[src/rtl/rom_fetch_arbiter_pkg.sv]
// Shared types and constants for the two-master instruction ROM fetch arbiter.
package rom_fetch_arbiter_pkg;

  typedef logic [31:0] inst_addr_t;
  typedef logic [31:0] inst_t;

  localparam inst_t ZeroWord    = 32'h0000_0000;
  localparam logic  ChipEnable  = 1'b1;
  localparam logic  ChipDisable = 1'b0;

  typedef enum logic [1:0] {
    StIdle   = 2'b00,
    StAccess = 2'b01,
    StResp   = 2'b10
  } arb_state_e;

  function automatic logic is_misaligned(input inst_addr_t addr);
    return addr[1:0] != 2'b00;
  endfunction

endpackage

[src/rtl/rom_fetch_arbiter_if.sv]
// Bundle of both master handshakes, the ROM port and arbiter status.
interface rom_fetch_arbiter_if;

  logic                             m0_req;
  rom_fetch_arbiter_pkg::inst_addr_t m0_addr;
  rom_fetch_arbiter_pkg::inst_t      m0_data;
  logic                             m0_ack;
  logic                             m1_req;
  rom_fetch_arbiter_pkg::inst_addr_t m1_addr;
  rom_fetch_arbiter_pkg::inst_t      m1_data;
  logic                             m1_ack;
  logic                             err;
  logic                             rom_ce;
  rom_fetch_arbiter_pkg::inst_addr_t rom_addr;
  rom_fetch_arbiter_pkg::inst_t      rom_inst;
  logic                             rom_ack;
  logic                             grant_id;
  logic                             busy;

  // Arbiter side.
  modport slave (
    input  m0_req, m0_addr, m1_req, m1_addr, rom_inst, rom_ack,
    output m0_data, m0_ack, m1_data, m1_ack, err, rom_ce, rom_addr, grant_id, busy
  );

  // Environment side: masters plus the ROM.
  modport master (
    output m0_req, m0_addr, m1_req, m1_addr, rom_inst, rom_ack,
    input  m0_data, m0_ack, m1_data, m1_ack, err, rom_ce, rom_addr, grant_id, busy
  );

endinterface

[src/rtl/rom_fetch_arbiter_rr_arbiter2.sv]
// Two-way round-robin grant: on contention the master that did not win last time wins.
module rom_fetch_arbiter_rr_arbiter2 (
  input  logic [1:0] req,
  input  logic       last_grant,
  output logic       valid,
  output logic       grant
);

  always_comb begin
    valid = |req;
    grant = 1'b0;
    unique case (req)
      2'b01:   grant = 1'b0;
      2'b10:   grant = 1'b1;
      2'b11:   grant = ~last_grant;
      default: grant = 1'b0;
    endcase
  end

endmodule

[src/rtl/rom_fetch_arbiter.sv]
// Shares one ROM port between fetch (m0) and data-side (m1) masters with wait states,
// timeout and registered single-cycle ack pulses.
module rom_fetch_arbiter
  import rom_fetch_arbiter_pkg::*;
#(
  parameter int unsigned WAIT_CYCLES = 0,
  parameter int unsigned TIMEOUT     = 15,
  parameter int unsigned CNT_W       = 4
) (
  input logic                    clk,
  input logic                    rst,
  rom_fetch_arbiter_if.slave     bus
);

  localparam logic [CNT_W-1:0] WaitLoad    = CNT_W'(WAIT_CYCLES);
  localparam logic [CNT_W-1:0] TimeoutLast = CNT_W'(TIMEOUT - 1);

  arb_state_e       state_q;
  logic             last_grant_q;
  logic             grant_q;
  logic [CNT_W-1:0] cnt_q;
  logic [CNT_W-1:0] tcnt_q;
  logic             rom_ce_q;
  inst_addr_t       rom_addr_q;
  inst_t            m0_data_q, m1_data_q;
  logic             m0_ack_q, m1_ack_q, err_q, busy_q;

  logic       arb_valid, arb_grant;
  inst_addr_t sel_addr;
  logic       idle_grant, rom_done, timeout_hit, resp_go, resp_id;
  inst_t      resp_data;

  rom_fetch_arbiter_rr_arbiter2 u_rr (
    .req        ({bus.m1_req, bus.m0_req}),
    .last_grant (last_grant_q),
    .valid      (arb_valid),
    .grant      (arb_grant)
  );

  always_comb begin
    sel_addr    = arb_grant ? bus.m1_addr : bus.m0_addr;
    idle_grant  = (state_q == StIdle) && arb_valid;
    rom_done    = (state_q == StAccess) && (cnt_q == '0) && bus.rom_ack;
    timeout_hit = (state_q == StAccess) && (cnt_q == '0) && !bus.rom_ack &&
                  (tcnt_q == TimeoutLast);
    // Misaligned grants skip the ROM and respond with an error straight away.
    resp_go     = (idle_grant && is_misaligned(sel_addr)) || rom_done || timeout_hit;
    resp_id     = (state_q == StIdle) ? arb_grant : grant_q;
    resp_data   = rom_done ? bus.rom_inst : ZeroWord;
  end

  always_ff @(posedge clk or negedge rst) begin
    if (!rst) begin
      state_q      <= StIdle;
      last_grant_q <= 1'b1;
      grant_q      <= 1'b0;
      cnt_q        <= '0;
      tcnt_q       <= '0;
      rom_ce_q     <= ChipDisable;
      rom_addr_q   <= ZeroWord;
      m0_data_q    <= ZeroWord;
      m1_data_q    <= ZeroWord;
      m0_ack_q     <= 1'b0;
      m1_ack_q     <= 1'b0;
      err_q        <= 1'b0;
      busy_q       <= 1'b0;
    end else begin
      unique case (state_q)
        StIdle: begin
          if (idle_grant) begin
            grant_q      <= arb_grant;
            last_grant_q <= arb_grant;
            rom_addr_q   <= sel_addr;
            cnt_q        <= WaitLoad;
            tcnt_q       <= '0;
            busy_q       <= 1'b1;
            state_q      <= StAccess;
            rom_ce_q     <= ChipEnable;
          end
        end
        StAccess: begin
          if (cnt_q != '0) begin
            cnt_q <= cnt_q - 1'b1;
          end else if (!bus.rom_ack && tcnt_q != TimeoutLast) begin
            tcnt_q <= tcnt_q + 1'b1;
          end
        end
        StResp: begin
          state_q  <= StIdle;
          m0_ack_q <= 1'b0;
          m1_ack_q <= 1'b0;
          err_q    <= 1'b0;
          busy_q   <= 1'b0;
        end
        default: state_q <= StIdle;
      endcase

      // Overrides the IDLE/ACCESS defaults above when the access completes this cycle.
      if (resp_go) begin
        state_q  <= StResp;
        rom_ce_q <= ChipDisable;
        err_q    <= !rom_done;
        if (resp_id) begin
          m1_ack_q  <= 1'b1;
          m1_data_q <= resp_data;
        end else begin
          m0_ack_q  <= 1'b1;
          m0_data_q <= resp_data;
        end
      end
    end
  end

  assign bus.m0_data  = m0_data_q;
  assign bus.m0_ack   = m0_ack_q;
  assign bus.m1_data  = m1_data_q;
  assign bus.m1_ack   = m1_ack_q;
  assign bus.err      = err_q;
  assign bus.rom_ce   = rom_ce_q;
  assign bus.rom_addr = rom_addr_q;
  assign bus.grant_id = grant_q;
  assign bus.busy     = busy_q;

endmodule

[src/flat_wrapper.sv]
// flat-port wrapper written by rule: the top's interface ports become plain ports
module rom_fetch_arbiter_flat import rom_fetch_arbiter_pkg::*;
#(
  parameter int unsigned WAIT_CYCLES = 0,
  parameter int unsigned TIMEOUT     = 15,
  parameter int unsigned CNT_W       = 4
)
  (clk, rst, bus_m0_req, bus_m0_addr, bus_m1_req, bus_m1_addr, bus_rom_inst, bus_rom_ack, bus_m0_data, bus_m0_ack, bus_m1_data, bus_m1_ack, bus_err, bus_rom_ce, bus_rom_addr, bus_grant_id, bus_busy);
  rom_fetch_arbiter_if bus_i ();
  input logic clk;
  input logic rst;
  input wire logic [$bits(bus_i.m0_req)-1:0] bus_m0_req;
  input wire logic [$bits(bus_i.m0_addr)-1:0] bus_m0_addr;
  input wire logic [$bits(bus_i.m1_req)-1:0] bus_m1_req;
  input wire logic [$bits(bus_i.m1_addr)-1:0] bus_m1_addr;
  input wire logic [$bits(bus_i.rom_inst)-1:0] bus_rom_inst;
  input wire logic [$bits(bus_i.rom_ack)-1:0] bus_rom_ack;
  output wire logic [$bits(bus_i.m0_data)-1:0] bus_m0_data;
  output wire logic [$bits(bus_i.m0_ack)-1:0] bus_m0_ack;
  output wire logic [$bits(bus_i.m1_data)-1:0] bus_m1_data;
  output wire logic [$bits(bus_i.m1_ack)-1:0] bus_m1_ack;
  output wire logic [$bits(bus_i.err)-1:0] bus_err;
  output wire logic [$bits(bus_i.rom_ce)-1:0] bus_rom_ce;
  output wire logic [$bits(bus_i.rom_addr)-1:0] bus_rom_addr;
  output wire logic [$bits(bus_i.grant_id)-1:0] bus_grant_id;
  output wire logic [$bits(bus_i.busy)-1:0] bus_busy;
  assign bus_i.m0_req = bus_m0_req;
  assign bus_i.m0_addr = bus_m0_addr;
  assign bus_i.m1_req = bus_m1_req;
  assign bus_i.m1_addr = bus_m1_addr;
  assign bus_i.rom_inst = bus_rom_inst;
  assign bus_i.rom_ack = bus_rom_ack;
  assign bus_m0_data = bus_i.m0_data;
  assign bus_m0_ack = bus_i.m0_ack;
  assign bus_m1_data = bus_i.m1_data;
  assign bus_m1_ack = bus_i.m1_ack;
  assign bus_err = bus_i.err;
  assign bus_rom_ce = bus_i.rom_ce;
  assign bus_rom_addr = bus_i.rom_addr;
  assign bus_grant_id = bus_i.grant_id;
  assign bus_busy = bus_i.busy;
  rom_fetch_arbiter #(.WAIT_CYCLES(WAIT_CYCLES), .TIMEOUT(TIMEOUT), .CNT_W(CNT_W)) u_core (.clk(clk), .rst(rst), .bus(bus_i));
endmodule
[config.mk]
export PLATFORM = sky130hd
export DESIGN_NAME = rom_fetch_arbiter_flat
export DESIGN_NICKNAME = d
export VERILOG_FILES = /design/src/rtl/rom_fetch_arbiter_pkg.sv /design/src/rtl/rom_fetch_arbiter_if.sv /design/src/rtl/rom_fetch_arbiter_rr_arbiter2.sv /design/src/rtl/rom_fetch_arbiter.sv /design/src/flat_wrapper.sv
export SDC_FILE = /design/constraint.sdc
export NUM_CORES = 1
export LEC_CHECK = 0
export ABC_AREA = 1
export BUFFER_PORTS_ARGS = -buffer_cell sky130_fd_sc_hd__buf_2
export CORE_MARGIN = 1.5
export CORE_UTILIZATION = 33
export DETAILED_ROUTE_END_ITERATION = 7
export PLACE_DENSITY = 0.64
export SLEW_MARGIN = 20
export SYNTH_ARGS = -nofsm -noshare
export SYNTH_HDL_FRONTEND = slang
export SYNTH_SLANG_ARGS = --single-unit
[constraint.sdc]
create_clock -name clk -period 2.7 [get_ports clk]
set_input_delay 0 -clock clk [delete_from_list [all_inputs] [get_ports clk]]
set_output_delay 0 -clock clk [all_outputs]
set_load 0.01 [all_outputs]
Yosys cells after proc, flatten, opt, wreduce, memory -nomap -nowiden. Cells that the tools add are included.

Bits of input ports: 101. Register bits after elaboration: 113. Output and inout port bits: 102.

Reductions and logical operators: 29. Equality and inequality tests: 12. Bitwise operators: 2. Mux-type cells: 25. $add $sub $neg: 2.

Operators with widths (count): $mux W32 (2); $mux W4 (4); $pmux W4 S2 (2); $mux W1 (12); $reduce_and A2 Y1 (6); $reduce_bool A2 Y1 (6); $logic_and A1 B1 Y1 (7); $eq A2 B2 Y1 const B (3); $ne A2 B2 Y1 const B (3); $add A4 B1 Y4 const B (1); $eq A4 B4 Y1 const B (1); $logic_not A4 Y1 (1); $mux W2 (2); $ne A2 B1 Y1 const B (2); $ne A4 B4 Y1 const B (1); $pmux W1 S2 (2); $pmux W2 S2 (1); $reduce_and A4 Y1 (1); $reduce_bool A4 Y1 (1); $sub A4 B1 Y4 const B (1); $ne A3 B1 Y1 const B (1); $reduce_and A3 Y1 (1); $eq A2 B1 Y1 const B (1); $logic_not A1 Y1 (2); 4 further kinds (6).

Logic depth before layout (Yosys ltp).
Word-level depth: 9. Depth in mapped cells: 10.

By module. From an unflattened synthesis, not the netlist that was laid out.

Cells, all modules: 625. Area, all modules: 5073.6 um^2.

Modules (own cells, without submodules): rom_fetch_arbiter (times used 1, sequential area each 2829.0 um^2, area each 5058.6 um^2, cells an instance 622); rom_fetch_arbiter_rr_arbiter2 (times used 1, sequential area each 0.0 um^2, area each 15.0 um^2, cells an instance 3).

Worst setup path after synthesis. OpenSTA, ideal clock, no wires.

Kind: reg-to-reg. Start point: register u_core.last_grant_q. End point: register u_core.m1_data_q[21], in the netlist u_core.bus.m1_data[21]. Stages on the path, launching flop included: 10. Slack: 1.134 ns. Arrival time: 1.449 ns. Required time: 2.583 ns. Path buffers: 2. Clock period less this slack: 1.566 ns. Cells stage by stage: dfstp_2 -> nand2_1 -> nand2_1 -> nand2_1 -> nand3_1 -> nand3_2 -> buf_4 -> buf_4 -> nand3_1 -> nand2_1.

Longest elaborated chain between the ends: 8. Elaborated cells between the ends (all ways): 9.

Ends and longest elaborated chain: start, declared (RTL line rom_fetch_arbiter.sv:19) `logic last_grant_q;`; start signal, assigned (RTL line rom_fetch_arbiter.sv:72) `last_grant_q <= arb_grant;`; $not A1 Y1 (*) (RTL line rom_fetch_arbiter_rr_arbiter2.sv:15) `2'b11: grant = ~last_grant;`; $pmux W1 S2 (*) (RTL line rom_fetch_arbiter_rr_arbiter2.sv:12) `unique case (req)`; $mux W32 (RTL line rom_fetch_arbiter.sv:41) `sel_addr = arb_grant ? bus.m1_addr : bus.m0_addr;`; $reduce_bool A2 Y1 (RTL line rom_fetch_arbiter_pkg.sv:18) `return addr[1:0] != 2'b00;`; $logic_and A1 B1 Y1 (RTL line rom_fetch_arbiter.sv:47) `resp_go = (idle_grant && is_misaligned(sel_addr)) || rom_done || timeout_hit;`; $logic_or A1 B1 Y1 (2 in series) (RTL line rom_fetch_arbiter.sv:47); $reduce_and A2 Y1 (no line) (*); end signal, assigned (RTL line rom_fetch_arbiter.sv:62) `m1_data_q <= ZeroWord;`; end signal, assigned (RTL line rom_fetch_arbiter.sv:105) `m1_data_q <= resp_data;`; end, declared (RTL line rom_fetch_arbiter.sv:25) `inst_t m0_data_q, m1_data_q;`.

Mark *: on every way between the ends. The rest lies on a longest branch, timed or not. A chain may end at the register's enable or synchronous reset.

Worst setup path in the final report.
Start point: register u_core.state_q[0]. End point: register u_core.rom_addr_q[3], in the netlist u_core.bus.rom_addr[3].

Longest elaborated chain between the ends: 3.

Ends and longest elaborated chain: start, declared (RTL line rom_fetch_arbiter.sv:18) `arb_state_e state_q;`; start signal, assigned (RTL line rom_fetch_arbiter.sv:54) `state_q <= StIdle;`; start signal, assigned (RTL line rom_fetch_arbiter.sv:77) `state_q <= StAccess;`; start signal, assigned (RTL line rom_fetch_arbiter.sv:89) `state_q <= StIdle;`; $logic_not A2 Y1 (*) (RTL line rom_fetch_arbiter.sv:42, rom_fetch_arbiter.sv:68); $logic_and A1 B1 Y1 (RTL line rom_fetch_arbiter.sv:42) `idle_grant = (state_q == StIdle) && arb_valid;`; $reduce_and A2 Y1 (no line) (*); end signal, assigned (RTL line rom_fetch_arbiter.sv:60) `rom_addr_q <= ZeroWord;`; end signal, assigned (RTL line rom_fetch_arbiter.sv:73) `rom_addr_q <= sel_addr;`; end, declared (RTL line rom_fetch_arbiter.sv:24) `inst_addr_t rom_addr_q;`.

Marks and branches as above.

==> impl_metrics.json <==
{
  "coreArea_sq_um": 14700,
  "cp_cell_sequence": "nor2_1 > o21ai_2 > buf_4 > nand2_1 > o21ai_0 > dlygate4sd3_1",
  "yosys.cell_types.count": 25,
  "period_share_pct": 78.03,
  "synth-seq-cells": 113,
  "post-route-util_pct": 53.32,
  "endpoint_kind": "flip-flop",
  "holdWs_ns": 0.05690,
  "hpwl_um": 9972,
  "drcViolationCount": 0,
  "setup_tns_ns": 0,
  "netlist_area_sq_um": 5030,
  "setup-violations-final": 0,
  "required_ns": 2.99,
  "syn_nets": 724,
  "die_x_um": 126.5,
  "power_density_nw_per_um2": 1032,
  "cp_max_fo": 25,
  "grt_antenna_before_repair": 1,
  "worstSetupPathType": "reg -> reg",
  "finalHoldViolCount": 0,
  "numCtsBuffers": 17,
  "slew_headroom_pct": 57.18,
  "clock-sinks": 113,
  "syn_inst": 619,
  "cts.repair.resized": 0,
  "crit_buf_inv": 2,
  "maxSlewViolCount": 0,
  "ys_warn_count": 0,
  "cp-start-kind": "flip-flop",
  "crit_slowest_cell": "dlygate4sd3_1",
  "fmax_ghz": 0.4747,
  "synth-async-reset-ratio_pct": 100.0,
  "syn_to_final_growth_pct": 55.82,
  "dp_slack_ns": 0.6759,
  "cts_max_path_buffers": 2,
  "wl_per_cell_um": 14.27,
  "power_mw": 8.090,
  "wirelength_um": 15870,
  "p_leak_nw": 4.462,
  "critPathTopFamily": "buffers and inverters",
  "drive_gt1_share_pct": 27.62,
  "io_buffer_count": 202,
  "drv_cap": 0,
  "initial_core_util_pct": 34.22,
  "setup_slack_ns": 0.5932,
  "htreeDepth": 4,
  "die_h_um": 126.5,
  "grt_first_pass_wirelength_um": 25790,
  "seqCellArea_sq_um": 2829,
  "rows": 44,
  "synth_edf_count": 0,
  "outcome": "finished clean",
  "drtAntennaViolNets": 0,
  "synthFlopType": "dfrtp_1",
  "layout.nets": 1019,
  "grt-ovfl-total": 0,
  "grt_max_degree": 69,
  "cts-root-buf": "clkbuf_16",
  "synth.largest_area_cell": "dfrtp_1",
  "syn_avg_cell_area_sq_um": 8.126,
  "rsz0062_at_grt": "false",
  "io_pins": 203,
  "die_area_sq_um": 15990,
  "fin_skew_ns": 0.004843,
  "insertion_delay_ns": 0.41,
  "hold_path.class": "in -> reg",
  "seq_area_frac_synth_pct": 56.24,
  "ir_worst_vdd_uv": 495.3,
  "synthTopCellsByArea": "dfrtp_1 (56%), nand2_1 (15%), nand3_1 (7.1%)",
  "path_clk_slew_ns": 0.05,
  "multiInputGateArea_sq_um": 1862,
  "gp_congestion": 0.8165,
  "vias": 5091,
  "synth_top_area_share_pct": 55.72,
  "grt_pass1_vias": 5133,
  "worst_ep_arrival_time_ns": 2.39,
  "min_period_ns": 2.107,
  "cts_tree": "done",
  "drt_first_pass_iters": 5,
  "via_per_inst": 4.578,
  "grt_usage_pct": 20.64,
  "drt_iter0_drc": 265,
  "fillCellCount": 1344,
  "critPathMaxStageDelay_ns": 0.59,
  "tightest_slew_ns": 0.6400
}
==> flip-flops by register name, indices dropped and copies added (netlist names) <==
signal               flops
u_core.bus.m0_data      32
u_core.bus.m1_data      32
u_core.bus.rom_addr     32
u_core.cnt_q             4
u_core.tcnt_q            4
u_core.state_q           2
u_core.bus.busy          1
u_core.bus.err           1
u_core.bus.grant_id      1
u_core.bus.m0_ack        1
u_core.bus.m1_ack        1
u_core.bus.rom_ce        1
u_core.last_grant_q      1
==> cells in the final DEF, fill, tap and decap left out, types with 4 or more instances in the layout <==
cell type | synthesis | final
dlygate4sd3_1 | 0 | 97
clkbuf_16 | 0 | 17
buf_2 | 10 | 201
nor2_1 | 73 | 73
dfrtp_1 | 112 | 112
buf_4 | 5 | 10
bufinv_16 | 0 | 4
xor2_1 | 4 | 4
nand2_1 | 196 | 196
clkinv_2 | 0 | 6
clkbuf_8 | 0 | 4
ha_1 | 4 | 4
inv_2 | 4 | 4
inv_1 | 45 | 45
o21ai_0 | 63 | 63
nand3_1 | 71 | 71
==> power breakdown <==
part | internal, mW | switching [mW] | total [mW]
registers | 2.21 | 0.281 | 2.50
clock network | 1.63 | 0.753 | 2.38
logic | 1.29 | 1.92 | 3.21
total | 5.14 | 2.95 | 8.09
==> synth_stat cells, types with 2 or more instances <==
cell type  instances
a21oi_1            2
buf_1              2
buf_2             10
buf_4              5
clkbuf_1          17
dfrtp_1          112
ha_1               4
inv_1             45
inv_2              4
nand2_1          196
nand3_1           71
nor2_1            73
o21ai_0           63
xor2_1             4
==> repair_timing <==
item | CTS | global route
hold endpoints to repair | 136 | 0
setup buffers | 0 | 0
hold buffers | 97 | 0
==> through the flow <==
stage	instance area [sq um]	std cells
CTS	7835	1111
global route	7838	1112
finish	7838	1112
floorplan	5030	619
detailed placement	6226	982
global placement	6226	982
==> metal layers <==
| metal | vias to the layer above | wire length [um] | track usage, % |
|---|---|---|---|
| met5 | - | 0 | 0 |
| met4 | 0 | 555 | 9.804 |
| met3 | 41 | 801 | 5.820 |
| met2 | 162 | 7984 | 34.72 |
| met1 | 2344 | 6531 | 24.45 |
| li1 | 2544 | - | - |
==> layout make-up <==
type                    instances  area share (%)
well taps                     184           2.937
repair buffers                310           26.69
diodes                          1         0.03193
multi-input cells             423           23.75
inverters                      49           2.347
clock buffers                  21           6.130
flip-flops and latches        113           36.10
clock inverters                11           2.011
==> worst min-delay path, cell delays in order <==
cell and delay, ns:
buf_2 0.12, o21ai_2 0.19, nand2_1 0.12
==> path summary, 6_finish.rpt <==
check,end,from,depth (start not counted),slack (ns)
worst max-delay path,u_core.bus.rom_addr[3],u_core.state_q[0],6,0.59
worst min-delay path,u_core.bus.busy,bus_m0_req,3,0.06
worst max register to register,u_core.bus.rom_addr[3],u_core.state_q[0],6,0.59
worst min register to register,u_core.bus.m1_data[4],u_core.bus.m1_data[4],2,0.46
max in group asynchronous,u_core.bus.m0_data[10],rst,3,1.81
min in group asynchronous,u_core.bus.rom_addr[20],rst,2,0.14
==> cell families after synthesis <==
logic type                 Yosys count  synth area share, %
xor gates and xnor gates             4               0.6964
AOI/OAI and AO/OA                   69                7.015
buffers and inverters               83                6.816
adders and majority gates            4               0.9951
and+or+nand+nor                    346                28.23
DFF                                113                56.24
Note: power is estimated with default switching activity, not from simulation.
